--- src/rtl/stage_sequencer_if.sv ---
// rtl/stage_sequencer_if.sv - control/status bundle between the CPU core and its stage sequencer
interface stage_sequencer_if #(
  parameter int PC_W  = 10,
  parameter int LAT_W = 4
);
  logic               rx_valid;
  logic [7:0]         rx_data;
  logic               load_done;
  logic [5*LAT_W-1:0] lat_cfg;
  logic               mem_ready;
  logic [PC_W-1:0]    npc;
  logic               stop_req;
  logic               step_en;
  logic               step_go;
  logic [1:0]         mode;
  logic [2:0]         stage;
  logic               fd_en;
  logic               de_en;
  logic               em_en;
  logic               mw_en;
  logic               wb_en;
  logic               wb_clr;
  logic [PC_W-1:0]    pc;
  logic [31:0]        retired;
  logic [7:0]         led;

  modport master (
    output rx_valid, rx_data, load_done, lat_cfg, mem_ready, npc, stop_req, step_en, step_go,
    input  mode, stage, fd_en, de_en, em_en, mw_en, wb_en, wb_clr, pc, retired, led
  );

  modport slave (
    input  rx_valid, rx_data, load_done, lat_cfg, mem_ready, npc, stop_req, step_en, step_go,
    output mode, stage, fd_en, de_en, em_en, mw_en, wb_en, wb_clr, pc, retired, led
  );
endinterface

--- src/rtl/stage_sequencer.sv ---
// rtl/stage_sequencer.sv - boot/load/exec mode FSM with per-stage dwell timing for the multicycle core
module stage_sequencer #(
  parameter int         PC_W      = 10,
  parameter int         LAT_W     = 4,
  parameter logic [7:0] SYNC_BYTE = 8'hAA
) (
  input logic              clk,
  input logic              rstn,
  stage_sequencer_if.slave bus
);
  typedef enum logic [1:0] {M_IDLE, M_LOAD, M_EXEC, M_HALT} mode_t;
  typedef enum logic [2:0] {
    S_FETCH, S_DECODE, S_EXECUTE, S_MEMORY, S_WB, S_WB_CLEAR, S_PAUSE
  } stage_t;

  mode_t              mode_q, mode_d;
  stage_t             stage_q, stage_d;
  logic [LAT_W-1:0]   cnt_q, cnt_d;
  logic [5*LAT_W-1:0] lat_q, lat_d;
  logic [PC_W-1:0]    pc_q, pc_d;
  logic [31:0]        retired_q, retired_d;
  logic [4:0]         pulse_q, pulse_d;
  logic               clr_q, clr_d;
  logic [7:0]         led_q, led_d;
  logic [LAT_W-1:0]   cur_lat;

  always_comb begin
    cur_lat = '0;
    case (stage_q)
      S_FETCH:   cur_lat = lat_q[0*LAT_W +: LAT_W];
      S_DECODE:  cur_lat = lat_q[1*LAT_W +: LAT_W];
      S_EXECUTE: cur_lat = lat_q[2*LAT_W +: LAT_W];
      S_MEMORY:  cur_lat = lat_q[3*LAT_W +: LAT_W];
      S_WB:      cur_lat = lat_q[4*LAT_W +: LAT_W];
      default:   cur_lat = '0;
    endcase
  end

  always_comb begin
    mode_d    = mode_q;
    stage_d   = stage_q;
    cnt_d     = cnt_q;
    lat_d     = lat_q;
    retired_d = retired_q;
    pulse_d   = '0;
    clr_d     = 1'b0;
    // npc is taken in the cycle the registered mw_en is visible
    pc_d      = pulse_q[3] ? bus.npc : pc_q;
    case (mode_q)
      M_IDLE: begin
        if (bus.rx_valid && bus.rx_data == SYNC_BYTE) mode_d = M_LOAD;
      end
      M_LOAD: begin
        if (bus.load_done) begin
          mode_d  = M_EXEC;
          stage_d = S_FETCH;
          cnt_d   = '0;
          lat_d   = bus.lat_cfg;
        end
      end
      M_EXEC: begin
        case (stage_q)
          S_WB_CLEAR: begin
            clr_d     = 1'b1;
            retired_d = retired_q + 32'd1;
            if (bus.stop_req)     mode_d  = M_HALT;
            else if (bus.step_en) stage_d = S_PAUSE;
            else                  stage_d = S_FETCH;
          end
          S_PAUSE: begin
            if (bus.step_go || !bus.step_en) stage_d = S_FETCH;
          end
          default: begin
            if (cnt_q != cur_lat) begin
              cnt_d = cnt_q + 1'b1;
            end else if (stage_q != S_MEMORY || bus.mem_ready) begin
              pulse_d = 5'b00001 << stage_q;
              cnt_d   = '0;
              stage_d = stage_t'(stage_q + 3'd1);
            end
          end
        endcase
      end
      default: ;
    endcase
    led_d = 8'(pc_d) | {2'b00, mode_d, 4'b0000};
  end

  always_ff @(posedge clk) begin
    if (!rstn) begin
      mode_q    <= M_IDLE;
      stage_q   <= S_FETCH;
      cnt_q     <= '0;
      lat_q     <= '0;
      pc_q      <= '0;
      retired_q <= '0;
      pulse_q   <= '0;
      clr_q     <= 1'b0;
      led_q     <= '0;
    end else begin
      mode_q    <= mode_d;
      stage_q   <= stage_d;
      cnt_q     <= cnt_d;
      lat_q     <= lat_d;
      pc_q      <= pc_d;
      retired_q <= retired_d;
      pulse_q   <= pulse_d;
      clr_q     <= clr_d;
      led_q     <= led_d;
    end
  end

  assign bus.mode    = mode_q;
  assign bus.stage   = stage_q;
  assign bus.fd_en   = pulse_q[0];
  assign bus.de_en   = pulse_q[1];
  assign bus.em_en   = pulse_q[2];
  assign bus.mw_en   = pulse_q[3];
  assign bus.wb_en   = pulse_q[4];
  assign bus.wb_clr  = clr_q;
  assign bus.pc      = pc_q;
  assign bus.retired = retired_q;
  assign bus.led     = led_q;
endmodule

--- src/flat_wrapper.sv ---
// flat-port wrapper written by rule: the top's interface ports become plain ports
module stage_sequencer_flat 
#(
  parameter int         PC_W      = 10,
  parameter int         LAT_W     = 4,
  parameter logic [7:0] SYNC_BYTE = 8'hAA
)
  (clk, rstn, bus_rx_valid, bus_rx_data, bus_load_done, bus_lat_cfg, bus_mem_ready, bus_npc, bus_stop_req, bus_step_en, bus_step_go, bus_mode, bus_stage, bus_fd_en, bus_de_en, bus_em_en, bus_mw_en, bus_wb_en, bus_wb_clr, bus_pc, bus_retired, bus_led);
  stage_sequencer_if #(.PC_W(PC_W), .LAT_W(LAT_W)) bus_i ();
  input logic clk;
  input logic rstn;
  input wire logic [$bits(bus_i.rx_valid)-1:0] bus_rx_valid;
  input wire logic [$bits(bus_i.rx_data)-1:0] bus_rx_data;
  input wire logic [$bits(bus_i.load_done)-1:0] bus_load_done;
  input wire logic [$bits(bus_i.lat_cfg)-1:0] bus_lat_cfg;
  input wire logic [$bits(bus_i.mem_ready)-1:0] bus_mem_ready;
  input wire logic [$bits(bus_i.npc)-1:0] bus_npc;
  input wire logic [$bits(bus_i.stop_req)-1:0] bus_stop_req;
  input wire logic [$bits(bus_i.step_en)-1:0] bus_step_en;
  input wire logic [$bits(bus_i.step_go)-1:0] bus_step_go;
  output wire logic [$bits(bus_i.mode)-1:0] bus_mode;
  output wire logic [$bits(bus_i.stage)-1:0] bus_stage;
  output wire logic [$bits(bus_i.fd_en)-1:0] bus_fd_en;
  output wire logic [$bits(bus_i.de_en)-1:0] bus_de_en;
  output wire logic [$bits(bus_i.em_en)-1:0] bus_em_en;
  output wire logic [$bits(bus_i.mw_en)-1:0] bus_mw_en;
  output wire logic [$bits(bus_i.wb_en)-1:0] bus_wb_en;
  output wire logic [$bits(bus_i.wb_clr)-1:0] bus_wb_clr;
  output wire logic [$bits(bus_i.pc)-1:0] bus_pc;
  output wire logic [$bits(bus_i.retired)-1:0] bus_retired;
  output wire logic [$bits(bus_i.led)-1:0] bus_led;
  assign bus_i.rx_valid = bus_rx_valid;
  assign bus_i.rx_data = bus_rx_data;
  assign bus_i.load_done = bus_load_done;
  assign bus_i.lat_cfg = bus_lat_cfg;
  assign bus_i.mem_ready = bus_mem_ready;
  assign bus_i.npc = bus_npc;
  assign bus_i.stop_req = bus_stop_req;
  assign bus_i.step_en = bus_step_en;
  assign bus_i.step_go = bus_step_go;
  assign bus_mode = bus_i.mode;
  assign bus_stage = bus_i.stage;
  assign bus_fd_en = bus_i.fd_en;
  assign bus_de_en = bus_i.de_en;
  assign bus_em_en = bus_i.em_en;
  assign bus_mw_en = bus_i.mw_en;
  assign bus_wb_en = bus_i.wb_en;
  assign bus_wb_clr = bus_i.wb_clr;
  assign bus_pc = bus_i.pc;
  assign bus_retired = bus_i.retired;
  assign bus_led = bus_i.led;
  stage_sequencer #(.PC_W(PC_W), .LAT_W(LAT_W), .SYNC_BYTE(SYNC_BYTE)) u_core (.clk(clk), .rstn(rstn), .bus(bus_i));
endmodule
--- config.mk ---
export PLATFORM = sky130hd
export DESIGN_NAME = stage_sequencer_flat
export DESIGN_NICKNAME = d
export VERILOG_FILES = /design/src/rtl/stage_sequencer_if.sv /design/src/rtl/stage_sequencer.sv /design/src/flat_wrapper.sv
export SDC_FILE = /design/constraint.sdc
export NUM_CORES = 1
export LEC_CHECK = 0
export CAP_MARGIN = 10
export CORE_MARGIN = 3
export CORE_UTILIZATION = 46
export CTS_BUF_LIST = sky130_fd_sc_hd__clkbuf_2 sky130_fd_sc_hd__clkbuf_4 sky130_fd_sc_hd__clkbuf_8
export DETAILED_ROUTE_END_ITERATION = 6
export HOLD_SLACK_MARGIN = 0.03
export PLACE_DENSITY = 0.82
export SLEW_MARGIN = 0
export SYNTH_ARGS = -nofsm -noshare
export SYNTH_HDL_FRONTEND = slang
export SYNTH_SLANG_ARGS = --single-unit
--- constraint.sdc ---
create_clock -name clk -period 5.1 [get_ports clk]
set_input_delay 0.51 -clock clk [delete_from_list [all_inputs] [get_ports clk]]
set_output_delay 0.51 -clock clk [all_outputs]
set_load 0.1 [all_outputs]
==> out/qor.txt <==
Power Density - 248 nW/µm²
P_leak - 1.68 nW
Nets - 568
postcts setup bufs - 0
Post-synth EDFFs - 0
Antenna Cells - 0
total grt overflow - 0
layout cells sized above 1 - 0.0484
htree depth - 3
Worst EP required - 5.35 ns
hold path depth - 2
Seq cells post-synth - 79
Die Wd - 94.2 µm
Die Area - 8880 µm²
CTS Root Cell - clkbuf_8
WHS Endpoint - u_core.lat_q[18]$_SDFFE_PN0P_
FFs w/ async S/R, synth - 0
Rel. slew slack - 0.294
setup TNS - 0 ns
top cell type's share of synthesized area - 0.441
first-pass iteration count of the detailed router - 5
Vert. Die Dim - 94.2 µm
I/O Buffers - 106
Final Cycle Share - 0.623
Worst Reg-to-Reg Cells - 7
Critical Path AT - 3.43 ns
min Tclk post-route - 3.18 ns
Max Cap Viol - 0
Worst IR Drop VDD - 143 µV
DR iter-0 viols - 102
remaining routing DRC violations - 0
Reg-to-Reg Start - u_core.bus.stage[2]$_SDFFE_PN0P_
syn_nets - 476
Hold Crit Class - flop to flop
total CTS buffers - 9
Std-Cell Rows - 31
worst stage delay on the critical path - 0.67 ns
Core Util, Final - 0.658
CP cell instances - inv_2, ha_1, a32o_1, or4_4, a2111oi_4, nand4_1, nor3_1
CP max-delay cell - dfxtp_1
area grow syn2layout - 36.2%
# hold bufs at CTS - 0
post-CTS sizing - 0
initial antenna violation count - 0
Avg WL per Cell - 14.1 µm
Worst R2R Setup Slack - 1.92 ns
Post-Syn Instances - 419
max-slew violations - 0
DRT Wirelength - 8680 µm
Sink Count - 79
crit-path max FO - 18
synth unique cells - 51
Yosys top cell by area - dfxtp_1
Clock Skew - 0.00936 ns
sequential fraction of the synthesis area - 0.441
largest cells by area after synthesis - dfxtp_1 44%, nand2_1 6.7%, nor2_1 5.4%, xor2_1 4.2%, ha_1 3.8%
Setup violations, final - 0
Post-Syn Area - 3580 µm²
CP Capture Type - flop
critical path class - flop to flop
r2r endpoint - u_core.pulse_q[3]$_SDFF_PP0_
Avg Cell Area, Syn - 8.55 µm²
global-route wire length before repair - 14100 µm
Via density - 5.32
Top FF cell, synth - dfxtp_1
status - complete, no violations
Initial Util - 0.484
pin count of the biggest net entering global routing - 64
vias in the first global route - 3106
Vias - 3270
Worst setup SP type - flop
most common cell after layout, fill and taps aside - clkdlybuf4s50_1
Clock Path Buffers - 2
core area - 7410 µm²
most frequent cells in the layout - 106 x clkdlybuf4s50_1, 79 x dfxtp_1, 64 x nand2_1
RD Place Congestion - 0.942
YS warnings - 0
CTS tree - done
final hold violation count - 0
Ports - 107
RSZ-0062 raised after global routing - no
HPWL after DPL - 6440 µm
clock slew at reported path FFs - 0.08 ns
worst-margin pin slew - 1.06 ns
clock latency at the later pin of the worst-skew pair - 0.34 ns
DRT antenna net count - 0
Global Route Usage Sum - 0.197
HP Start - u_core.lat_q[18]$_SDFFE_PN0P_
fmax - 0.315 GHz
state kept, by name, indices dropped and copies added (netlist names):
register            count
u_core.pulse_q          5
u_core.bus.pc           9
u_core.lat_q           20
u_core.bus.wb_clr       1
u_core.bus.led          3
u_core.cnt_q            4
u_core.bus.mode         2
u_core.bus.stage        3
u_core.bus.retired     32
cell families (layout without fill, tap and decap cells):
family	after synthesis	after routing	synth area share
AND/OR/NAND/NOR	190	190	0.253
flip-flops	79	79	0.441
AO/OA/AOI/OAI	59	59	0.112
buffers and inverters	38	135	0.0475
XOR/XNOR	31	31	0.0758
adder cells (fa/ha/maj)	11	11	0.0384
multiplexers	11	11	0.0311
Yosys cell counts, types with 2 or more instances:
| library cell | count |
|---|---|
| and4_1 | 3 |
| a21boi_0 | 3 |
| nand2_1 | 64 |
| nand2b_1 | 5 |
| nand3b_1 | 3 |
| nand3_1 | 15 |
| a221oi_1 | 3 |
| inv_1 | 11 |
| o2bb2ai_1 | 3 |
| and3_1 | 5 |
| ha_1 | 11 |
| nor4_1 | 2 |
| nor2_1 | 52 |
| dfxtp_1 | 79 |
| nand4_1 | 11 |
| a32o_1 | 2 |
| buf_2 | 4 |
| o22ai_1 | 2 |
| inv_2 | 2 |
| nor3_1 | 10 |
| o21ai_0 | 5 |
| buf_4 | 6 |
| xnor2_1 | 14 |
| xor2_1 | 17 |
| a21oi_1 | 27 |
| mux2i_1 | 10 |
| clkbuf_1 | 14 |
| o211ai_1 | 4 |
| a2111oi_0 | 2 |
| and2_1 | 8 |
| or3_1 | 2 |
critical path: cells and delay by family, from the launching register on:
family                   cells  cell delay, ns
flip-flops                   1            0.67
adder cells (fa/ha/maj)      1            0.29
AND/OR/NAND/NOR              3            1.11
AO/OA/AOI/OAI                2            0.89
buffers and inverters        1            0.13
worst max-delay path by stage:
stage                                         endpoint                             start  cells after the start  slack [ns]
after floorplan           u_core.cnt_q[3]$_SDFFE_PN0P_  u_core.bus.stage[0]$_SDFFE_PN0P_                      9        1.63
after global placement    u_core.cnt_q[3]$_SDFFE_PN0P_  u_core.bus.stage[2]$_SDFFE_PN0P_                      7        2.20
after detailed placement  u_core.pulse_q[3]$_SDFF_PP0_  u_core.bus.stage[2]$_SDFFE_PN0P_                      7        1.96
after CTS                 u_core.pulse_q[3]$_SDFF_PP0_  u_core.bus.stage[2]$_SDFFE_PN0P_                      7        1.96
after global routing      u_core.pulse_q[3]$_SDFF_PP0_  u_core.bus.stage[2]$_SDFFE_PN0P_                      7        1.71
final                     u_core.pulse_q[3]$_SDFF_PP0_  u_core.bus.stage[2]$_SDFFE_PN0P_                      7        1.92
layout make-up:
class,count,area [µm²]
clock inverter,5,80.1
timing repair buffer,106,1060
multi-input combinational,302,1830
clock buffer,11,151
inverter,13,48.8
sequential,79,1580
tap,99,124
fill,612,2530
stage by stage:
step                      hold slack [ns]  worst slack, ns  total power, W  cell area (µm²)  std cells
final                               0.460             1.92         0.00121             4880        615
after global routing                0.489             1.71         0.00124             4880        615
after CTS                           0.465             1.96         0.00122             4880        615
after detailed placement            0.452             1.96        0.000699             4650        599
after global placement              0.446             2.20        0.000698             4650        599
after floorplan                     0.432             1.63        0.000657             3580        419
report_power, final:
part | total (W) | switching (W) | internal [W] | leakage (nW)
combinational | 0.0000664 | 0.0000302 | 0.0000361 | 0.935
clock | 0.000523 | 0.000221 | 0.000301 | 0.112
sequential | 0.000618 | 0.000000857 | 0.000617 | 0.636
total | 0.00121 | 0.000252 | 0.000955 | 1.68
metal layers:
metal,part of all wire,track usage,routed length [µm]
met1,0.42,0.241,3650
met2,0.47,0.323,4060
met3,0.083,0.0457,718
met4,0.030,0.0963,259
met5,0,0,0
Power figures use the tool's default switching activity.
